$ cat src/rtl/warp_fetch.sv
// Fetch stage: issues 8-byte-aligned icache reads one at a time, splits responses into 32-bit instructions for decode.
// Optional WARP_FETCH_MISALIGN_EN adds o_fault for misaligned redirect targets; otherwise redirect pc[1:0] is forced to zero.
module warp_fetch #(
    parameter logic [63:0] RESET_PC = 64'h0,
    parameter int unsigned DEPTH    = 4
) (
    input  logic        i_clk,
    input  logic        i_rst_n,
    output logic        o_req_valid,
    output logic [63:0] o_req_raddr,
    input  logic        i_res_valid,
    input  logic [63:0] i_res_rdata,
    input  logic        i_redirect_valid,
    input  logic [63:0] i_redirect_pc,
    output logic        o_inst_valid,
    output logic [31:0] o_inst,
    output logic [63:0] o_inst_pc,
    input  logic        i_inst_ready
`ifdef WARP_FETCH_MISALIGN_EN
    ,
    output logic        o_fault
`endif
);

    localparam int AW = $clog2(DEPTH);

    typedef enum logic [1:0] {IDLE = 2'd0, WAIT = 2'd1, DROP = 2'd2} state_t;

    state_t        state_q, state_d;
    logic [63:0]   pc_q, pc_d;
    logic          req_valid_q;
    logic [63:0]   req_raddr_q, raddr_d;
    logic [31:0]   inst_mem_q [DEPTH];
    logic [63:0]   pc_mem_q   [DEPTH];
    logic [AW:0]   wr_ptr_q, rd_ptr_q, fifo_count;
    logic [AW-1:0] wr_idx, wr_idx1, rd_idx;
    logic          fifo_empty, pop, resp, push_one, push_two, issue, fault_blk;
    logic [1:0]    push_n;
    logic [AW+1:0] free_slots;
    logic [63:0]   redir_pc;

`ifdef WARP_FETCH_MISALIGN_EN
    logic fault_q;

    always_ff @(posedge i_clk or negedge i_rst_n) begin
        if (!i_rst_n) begin
            fault_q <= 1'b0;
        end else if (i_redirect_valid) begin
            fault_q <= (i_redirect_pc[1:0] != 2'b00);
        end
    end

    assign fault_blk = fault_q;
    assign redir_pc  = i_redirect_pc;
    assign o_fault   = fault_q;
`else
    assign fault_blk = 1'b0;
    assign redir_pc  = i_redirect_pc & ~64'h3;
`endif

    assign wr_idx  = wr_ptr_q[AW-1:0];
    assign wr_idx1 = wr_idx + AW'(1);
    assign rd_idx  = rd_ptr_q[AW-1:0];

    always_comb begin
        fifo_count = wr_ptr_q - rd_ptr_q;
        fifo_empty = (wr_ptr_q == rd_ptr_q);
        pop        = !fifo_empty && i_inst_ready;
        resp       = (state_q == WAIT) && i_res_valid;
        push_two   = resp && !i_redirect_valid && !pc_q[2];
        push_one   = resp && !i_redirect_valid && pc_q[2];
        push_n     = {push_two, push_one};
        // Slots left after this cycle's pop and push; a new block may need two.
        free_slots = (AW+2)'(DEPTH) - (AW+2)'(fifo_count) + (AW+2)'(pop) - (AW+2)'(push_n);
        issue      = ((state_q == IDLE) || resp) && !i_redirect_valid && !fault_blk
                     && (free_slots >= (AW+2)'(2));

        pc_d = pc_q;
        if (i_redirect_valid) begin
            pc_d = redir_pc;
        end else if (push_two) begin
            pc_d = pc_q + 64'd8;
        end else if (push_one) begin
            pc_d = pc_q + 64'd4;
        end

        state_d = state_q;
        if (i_redirect_valid) begin
            state_d = (state_q == IDLE || i_res_valid) ? IDLE : DROP;
        end else begin
            case (state_q)
                IDLE:    state_d = issue ? WAIT : IDLE;
                WAIT:    state_d = i_res_valid ? (issue ? WAIT : IDLE) : WAIT;
                DROP:    state_d = i_res_valid ? IDLE : DROP;
                default: state_d = IDLE;
            endcase
        end

        // The icache matches tags against the live address, so hold it while a request is outstanding.
        raddr_d = req_raddr_q;
        if (issue || state_d == IDLE) begin
            raddr_d = {pc_d[63:3], 3'b000};
        end
    end

    always_ff @(posedge i_clk or negedge i_rst_n) begin
        if (!i_rst_n) begin
            state_q     <= IDLE;
            pc_q        <= RESET_PC;
            req_valid_q <= 1'b0;
            req_raddr_q <= {RESET_PC[63:3], 3'b000};
            wr_ptr_q    <= '0;
            rd_ptr_q    <= '0;
        end else begin
            state_q     <= state_d;
            pc_q        <= pc_d;
            req_valid_q <= issue;
            req_raddr_q <= raddr_d;
            if (i_redirect_valid) begin
                wr_ptr_q <= '0;
                rd_ptr_q <= '0;
            end else begin
                wr_ptr_q <= wr_ptr_q + (AW+1)'(push_n);
                if (pop) begin
                    rd_ptr_q <= rd_ptr_q + (AW+1)'(1);
                end
            end
        end
    end

    always_ff @(posedge i_clk) begin
        if (push_two) begin
            inst_mem_q[wr_idx]  <= i_res_rdata[31:0];
            pc_mem_q[wr_idx]    <= pc_q;
            inst_mem_q[wr_idx1] <= i_res_rdata[63:32];
            pc_mem_q[wr_idx1]   <= pc_q + 64'd4;
        end else if (push_one) begin
            inst_mem_q[wr_idx]  <= i_res_rdata[63:32];
            pc_mem_q[wr_idx]    <= pc_q;
        end
    end

    assign o_req_valid  = req_valid_q;
    assign o_req_raddr  = req_raddr_q;
    assign o_inst_valid = !fifo_empty;
    assign o_inst       = fifo_empty ? 32'h0 : inst_mem_q[rd_idx];
    assign o_inst_pc    = fifo_empty ? 64'h0 : pc_mem_q[rd_idx];

endmodule

$ cat config.mk
export PLATFORM = sky130hd
export DESIGN_NAME = warp_fetch
export DESIGN_NICKNAME = d
export VERILOG_FILES = /design/src/rtl/warp_fetch.sv
export SDC_FILE = /design/constraint.sdc
export NUM_CORES = 1
export LEC_CHECK = 0
export CAP_MARGIN = 10
export CORE_MARGIN = 2
export CORE_UTILIZATION = 55
export DETAILED_ROUTE_END_ITERATION = 16
export DONT_BUFFER_PORTS = 1
export PLACE_DENSITY = 0.7
export SLEW_MARGIN = 20
export SYNTH_ARGS = -nofsm -noshare
export SYNTH_HDL_FRONTEND = slang
export SYNTH_SLANG_ARGS = --single-unit
export TNS_END_PERCENT = 10
$ cat constraint.sdc
create_clock -name i_clk -period 8.56 [get_ports i_clk]
set_input_delay 1.712 -clock i_clk [delete_from_list [all_inputs] [get_ports i_clk]]
set_output_delay 1.712 -clock i_clk [all_outputs]
set_load 0.02 [all_outputs]
==> results.md, run 1 <==
Floorplan:
- The number of rows in the core area is between 70 and 80.
- In this run the vertical extent of the chip is around 220 um.
- Once the floorplan was initialized, standard cells occupied 55.39% of the core.
- The chip width is ~220 um.
- The floorplan step defined a die boundary enclosing around 48000 um2.
- The area of the core region is about 46000 um2.
- around 300 I/O pins were placed.

Synthesis:
- After synthesis, the largest area contributor takes up ~44% of total cell area.
- The post-synthesis area per instance is 12.56 um2.
- In this run, synthesis produced a sequential element count of slightly above 500.
- During synthesis, Yosys emitted a total of 0 warnings.
- The mapped cell area is 25620 um2.
- The most area-hungry cell type in the Yosys netlist is edfxtp_1.
- Ranked by instance count, the synthesized netlist is headed by edfxtp_1, clkbuf_1, nand2_1.
- The synthesized design contains between 300 and 400 enable-type register cells.
- The most common cell in the synthesized netlist is edfxtp_1.
- For this run, the leading register cell type out of synthesis is edfxtp_1.
- The number of library cell types mapped by synthesis is 71.
- In the synthesized netlist, the number of instances is about 2000.
- Sorting the synthesized cells by area gives the leading types as edfxtp_1, dfrtp_1, mux4_2.
- The share of synthesized registers carrying an async set or reset is 25.98%.
- Sequential elements use a little under three fifths of the synthesized area.

Detailed routing:
- In this run the remaining antenna-violating nets after routing total 0.
- After detailed routing, the number of remaining DRC violations is 0.
- The post-detailed-routing wire length is 65520 um.
- Dividing the detail-routed wire length by the instance count gives between 20 and 30 um.
- The count of routing violations after the opening detailed-route iteration is 1579.
- The number of vias after detailed routing is 15620.
- In the routed layout, each cell is associated on average with a via count of ~6.3.
- The detailed-router iteration count before antenna repair is 7.

Critical path:
- The slowest stage of the critical path belongs to the cell dfrtp_4.
- The critical path contains buffers and inverters numbering 2 combined.
- The signal arrival time at the worst endpoint is 3.90 ns.
- The worst reg-to-reg setup slack is roughly 4.4 ns.
- The maximum single-stage delay on the critical path is about 0.85 ns.
- Traced cell by cell, the critical path runs through buf_4 > buf_4 > mux4_2 > and2_1.
- The endpoint of the worst-slack reg-to-reg timing path is state_q[0].
- The gate family responsible for the most delay along the worst path is buffers and inverters.
- The timing endpoint of the critical path is o_inst_pc[3].
- The worst setup path startpoint is rd_ptr_q[0].
- The required time reported for the critical path endpoint is ~6.9 ns.
- The most used cell along the critical path is buf_4.
- The worst setup path is captured at a primary output.
- The number of logic stages on the critical path including buffering is 4.
- STA classifies the critical path startpoint as a register.
- The type of the worst setup path is reg -> out.
- The worst register-to-register path has a depth of 11.
- The startpoint identified for the worst register-to-register timing path is rd_ptr_q[1].
- Of all nets on the critical path, the largest fanout is 42.

Timing:
- The headroom to the max-slew limit is 28.48%.
- Setup repair after global routing left no endpoint under its margin.
- Dividing the final minimum period by the clock period gives between 60% and 70%.
- The post-route clock skew is roughly 0.019 ns.
- For this run, the top clock speed supported by timing is 0.1782 GHz.
- The slack of the critical path is about 3 ns.
- After layout, the minimum clock period comes to roughly 5.6 ns.
- The max-slew violation total from the final report is 0.
- The count of final hold-check violations is 0.
- The hold slack is between 0.5 and 0.6 ns.
- At the pin with the least slew margin, the transition time is between 1 and 1.5 ns.
- The count of final setup violators is 0.
- The setup TNS is 0 ns.

Placed design:
- The standard cell area after detailed placement is around 26000 um2.
- The count of input and output buffers is 0.
- The routability congestion estimate is 0.9748.
- After legalization and detailed placement, the total HPWL measured ~43000 um.
- The worst slack at placement is roughly 3.4 ns.

Outcome:
- The flow ran to the end, and the final reports show no timing, DRC or antenna violations.

Flow run:
- The max capacitance violation total is 0.

Global route:
- The pin count of the biggest net entering global routing is ~130.
- The first global-routing pass estimated 97600 um of wire.
- The initial antenna violation count came to 1.
- The overall global routing resource usage is a little over a quarter.
- The number of global-route vias before repair was ~16000.
- For this run the aggregate overflow at the end of global routing stands at 0.

Min path:
- The worst min-delay path category is reg -> reg.

Clock tree:
- The number of gates resized after CTS was 0.
- Clock tree synthesis found a total of 508 sinks.
- The clock slew at the register clock pins of the worst setup and hold paths is around 0.070 ns.
- The post-CTS setup repair buffer count is 0.
- The maximum level of the CTS H-tree is 2.
- In this run the clock root is driven by a clkbuf_16.
- The number of clock buffers added by TritonCTS is 50.
- The number of buffers inserted for hold repair after clock tree synthesis is 0.
- The TritonCTS clock tree is done.
- The later pin in the worst-skew pair is clocked with a latency of between 0.5 and 0.6 ns.
- The maximum clock path buffer count is 3.

Layout:
- After the last flow step, the layout net total stands at 1986.
- The layout-stage area growth over the synthesis result is 6.230%.
- The final-layout fill cell count is around 3600.
- The share of layout cells above drive strength 1 is 21.15%.
- After routing the design area is about 27000 um2.
- The post-route core utilization is between 50% and 60%.

Power and ir drop:
- Across the VDD grid, the largest voltage drop is ~0.00018 V.
- Power spread over the standard cell area amounts to 241.3 nW/um2.
- Summed over all cells, the static leakage comes to roughly 9 nW.
==> logic make-up (layout without fill, tap and decap cells) <==
group                      count (synthesis)  after routing  share of synthesized area, %
and+or+nand+nor                          645            645                         12.53
DFF                                      508            508                         56.95
buffers and inverters                    299            137                         4.673
muxes                                    273            273                         16.08
xor gates and xnor gates                 163            163                         5.571
AOI/OAI and AO/OA                        139            139                         3.472
adders and majority gates                 12             12                        0.7032
other                                      1              6                       0.01463
==> state kept, by name, indices dropped and copies added (netlist names) <==
| signal | count |
|---|---|
| state_q | 2 |
| pc_mem_q | 248 |
| inst_mem_q | 128 |
| pc_q | 62 |
| wr_ptr_q | 3 |
| o_req_valid | 1 |
| o_req_raddr | 61 |
| rd_ptr_q | 3 |
==> worst min path at each step <==
| stage | startpoint | endpoint | slack [ns] | cells past startpoint |
|---|---|---|---|---|
| 2_1_floorplan | state_q[1] | state_q[0] | 0.52 | 1 |
| 3_3_place_gp | wr_ptr_q[2] | wr_ptr_q[2] | 0.55 | 2 |
| 3_5_place_dp | rd_ptr_q[2] | rd_ptr_q[2] | 0.56 | 2 |
| 4_1_cts | rd_ptr_q[2] | rd_ptr_q[2] | 0.58 | 2 |
| 5_1_grt | state_q[1] | state_q[0] | 0.61 | 1 |
| 6_report | rd_ptr_q[2] | rd_ptr_q[2] | 0.58 | 2 |
==> placed cells by master, fill, tap and decap left out, types with 5 or more instances in the layout <==
cell	n
a211oi_1	5
a21oi_1	24
a31oi_1	8
and2_1	98
and3_1	14
and4_1	7
buf_4	25
clkbuf_1	9
clkbuf_16	54
clkinv_1	7
clkinv_2	8
conb_1	5
dfrtp_1	130
edfxtp_1	376
ha_1	8
inv_1	17
mux2_2	169
mux2i_1	9
mux4_2	94
nand2_1	200
nand3_1	38
nand4_1	42
nor2_1	120
nor2_4	5
nor3_1	37
nor4_1	26
o211ai_1	7
o21ai_0	48
o31a_1	5
o31ai_1	7
or2_2	7
or3_1	9
or4_1	14
xnor2_1	106
xor2_1	57
==> layout make-up <==
class | count | area (um2) | share of cell area (%)
Antenna cell | 1 | 2.502 | 0.009193
Inverter | 19 | 71.32 | 0.2620
Tap cell | 607 | 759.5 | 2.790
Timing Repair Buffer | 25 | 187.7 | 0.6895
Clock buffer | 68 | 1441 | 5.295
Multi-Input combinational cell | 1237 | 9942 | 36.52
Sequential cell | 508 | 14600 | 53.64
Clock inverter | 25 | 215.2 | 0.7906
==> layer usage <==
metal | share of wire [%] | GRT usage, % | wire [um] | vias to the layer above
met1 | 42 | 37.92 | 27430 | 7935
met5 | 0.017 | 0 | 11 | -
li1 | - | - | - | 6905
met2 | 46 | 42.60 | 30430 | 670
met4 | 2.6 | 7.808 | 1722 | 2
met3 | 9.0 | 6.915 | 5926 | 104
==> power breakdown <==
group | internal (mW) | switching, mW
Sequential | 2.90 | 0.355
Combinational | 0.447 | 0.656
Clock | 1.27 | 0.939
Total | 4.62 | 1.95
==> per-stage QoR <==
| stage | cells | total power, mW |
|---|---|---|
| 2_1_floorplan | 2044 | 4.136 |
| 3_3_place_gp | 2396 | 4.380 |
| 3_5_place_dp | 2396 | 4.410 |
| 4_1_cts | 2489 | 6.619 |
| 5_1_grt | 2489 | 6.821 |
| 6_report | 2490 | 6.569 |
==> worst register-to-register path, stage by stage, from the launching register on <==
cell      delay, ns
dfrtp_4        0.89
inv_1          0.12
ha_1           0.34
nand3_4        0.63
nand2_1        0.26
fa_1           0.44
inv_1          0.07
ha_1           0.13
inv_1          0.05
fa_1           0.47
nor3b_1        0.49
a211oi_1       0.15
No activity file was read; power rests on OpenSTA's default activity.
==> run 2: changes to the inputs <==
==> constraint.sdc (replaced) <==
create_clock -name i_clk -period 5.5 [get_ports i_clk]
set_input_delay 1.1 -clock i_clk [delete_from_list [all_inputs] [get_ports i_clk]]
set_output_delay 1.1 -clock i_clk [all_outputs]
set_load 0.02 [all_outputs]
==> results.md, run 2 (same netlist as run 1, synthesis figures left out) <==
Clock tree:
- The number of clock sinks is between 500 and 600.
- TritonCTS built the clock tree.
- The number of cells upsized or downsized after cts is 0.
- The maximum level of the CTS H-tree is 2.
- The number of buffers inserted for hold repair after clock tree synthesis is 0.
- Counting along the longest clock path gives a buffer depth of 3.
- In this run the clock root is driven by a clkbuf_16.
- Buffers added to address setup during post-CTS repair amount to 0.
- After clock tree synthesis, the clock-pin slew on the worst setup and hold paths is 0.07 ns.
- The clock reaches the later pin of the worst-skew pair after ~0.6 ns.
- TritonCTS created 51 clock buffers.

Floorplan:
- Measured along the x axis, the die boundary spans roughly 220 um.
- In this run the count of I/O pins placed on the die edge is around 300.
- The initial utilization of the core area, before any placement, comes to around 55%.
- The area of the core region is between 40000 and 50000 um2.
- The die covers 48330 um2.
- The number of rows in the core area is 79.
- From bottom edge to top edge, the die measures between 200 and 250 um.

Power and ir drop:
- The overall power after layout is ~10 mW.
- The analysis attributes to cell leakage a power of a little over 9 nW.
- The largest voltage drop on the vdd net is about 0.00036 V.
- In this run the power density over the cells is between 300 and 400 nW/um2.

Global route:
- Global routing finished with a remaining overflow of 0.
- The overall global routing resource usage is 27.31%.
- The pin count of the biggest net entering global routing is around 130.
- The initial antenna violation count is 1.
- The number of global-route vias before repair is ~16000.
- The global-route wire length before repair is slightly below 100000 um.

Critical path:
- The worst setup path startpoint is rd_ptr_q[1].
- The required time reported for the critical path endpoint is between 4 and 5 ns.
- The signal arrival time at the worst endpoint is 3.11 ns.
- The worst reg2reg path depth is 7.
- Across all register-to-register paths, the minimum setup slack is ~1.7 ns.
- In this run the critical register-to-register path is captured at o_req_raddr[58].
- The worst setup path is captured at a primary output.
- Following the worst setup path forward leads to its endpoint at o_inst_pc[53].
- The worst setup path is of the reg -> out kind.
- STA classifies the critical path startpoint as a register.
- The launching point of the worst reg2reg path is pc_q[3].
- In this run the worst path has a maximum fanout of 62.

Flow run:
- Max-cap violations in this run came to 0.

Detailed routing:
- The post-detailed-routing wire length is approximately 66000 um.
- The average wire per cell in the routed design is approximately 26 um.
- The number of vias after detailed routing is 15680.
- In the routed design, unresolved DRC markers number 0.
- Before antenna repair, the detailed router went through 6 iterations.
- The count of routing violations after the opening detailed-route iteration is 1452.
- Dividing the detail-routed via count by the number of cells gives 6.262.
- Once detail routing completed, the nets flagged for antenna violations numbered 0.

Timing:
- The tightest hold path in the finished design has a slack of 0.1943 ns.
- Measured against its own limit, the worst slew margin works out to between 20 and 30%.
- The count of final setup violators is 0.
- Setup repair after global routing left no endpoint under its margin.
- The post-route clock skew is about 0.024 ns.
- The time the worst path needs with I/O delays and setup is between 4 and 5 ns.
- The count of final hold-check violations was 0.
- Derived from the worst setup path, the maximum achievable clock frequency is around 0.24 GHz.
- The max-slew violation total from the final report is 0.
- The measured slew at the worst slew-check pin is between 1 and 1.5 ns.
- The slack of the critical path is between 1 and 1.5 ns.
- The final period utilization is 76.61%.

Layout:
- The largest registers in the layout are pc_mem_q x248, inst_mem_q x128, pc_q x62.
- The share of layout cells above drive strength 1 is between 20 and 25%.
- In the final layout, the multi-input gates occupy about 9900 um2.
- The layout-stage area growth over the synthesis result is 7.276%.
- Across the whole layout, storage elements account for about 15000 um2.
- The count of cells in the finished layout, fillers not included, comes to about 2500.
- The flip-flop count of the largest register, all copies and words added is around 250.
- The commonest non-fill, non-tap cell in the layout is edfxtp_1.
- The antenna diode instance count is 0.
- In the layout the commonest cells are edfxtp_1, nand2_1, mux2_2.
- More flip-flops sit in one register than any other, and that register is pc_mem_q.
- The number of nets in the layout is between 2000 and 2500.
- The filler cells instantiated in the layout total around 3600.
- The finished cells cover between 20000 and 30000 um2.

Placed design:
- The standard cell area after detailed placement is between 20000 and 30000 um2.
- Once placement completed, the tool counted placed cells totaling about 2400.
- The count of input and output buffers is 0.
- The worst slack at placement is between 1 and 1.5 ns.
- Once detailed placement completed, the half-perimeter wirelength came to about 44000 um.
- The routability congestion estimate is approximately 0.96.

Min path:
- The min-delay analysis places its worst path in the category in -> async.

Outcome:
- The flow ran to the end, and the final reports show no timing, DRC or antenna violations.
==> run 2: worst max-delay path, cell delays in order (launching register included) <==
cell and delay, ns:
dfrtp_4 0.78, inv_1 0.11, ha_1 0.33, nand3_4 0.29, buf_4 0.56, and2_1 0.39
==> run 2: worst min path at each step <==
stage	slack [ns]	to	start	cells past startpoint
finish	0.19	pc_q[39]	i_rst_n	0
global route	0.17	pc_q[39]	i_rst_n	0
CTS	0.17	pc_q[58]	i_rst_n	0
detailed placement	0.55	wr_ptr_q[2]	wr_ptr_q[2]	2
global placement	0.54	wr_ptr_q[2]	wr_ptr_q[2]	2
floorplan	0.52	state_q[0]	state_q[1]	1
==> run 2: routing by layer <==
layer / GRT usage, % / routed length [um] / vias to the layer above
li1: - / - / 6949
met1: 38.05 / 26970 / 7866
met2: 42.95 / 30670 / 737
met3: 5.963 / 6341 / 123
met4: 8.859 / 1946 / 0
met5: 0 / 0 / -
==> run 2: stage by stage <==
step / util [%] / setup TNS, ns
floorplan: - / -81.62
global placement: 55.59 / 0
detailed placement: 55.65 / 0
CTS: 59.38 / 0
global route: 59.42 / 0
finish: 59.42 / 0
==> run 2: power breakdown <==
group          internal, mW  leakage (nW)  switching, mW  total [mW]
sequential             4.51          4.97          0.516        5.02
combinational         0.716          3.38           1.06        1.78
clock                  2.10         0.858           1.45        3.55
==> run 2: area by class of cell <==
type | instances | area share, %
multi-input cells | 1237 | 36.17
clock inverters | 19 | 0.6236
clock buffers | 74 | 5.658
well taps | 607 | 2.763
inverters | 19 | 0.2594
repair buffers | 39 | 1.411
flip-flops and latches | 508 | 53.12
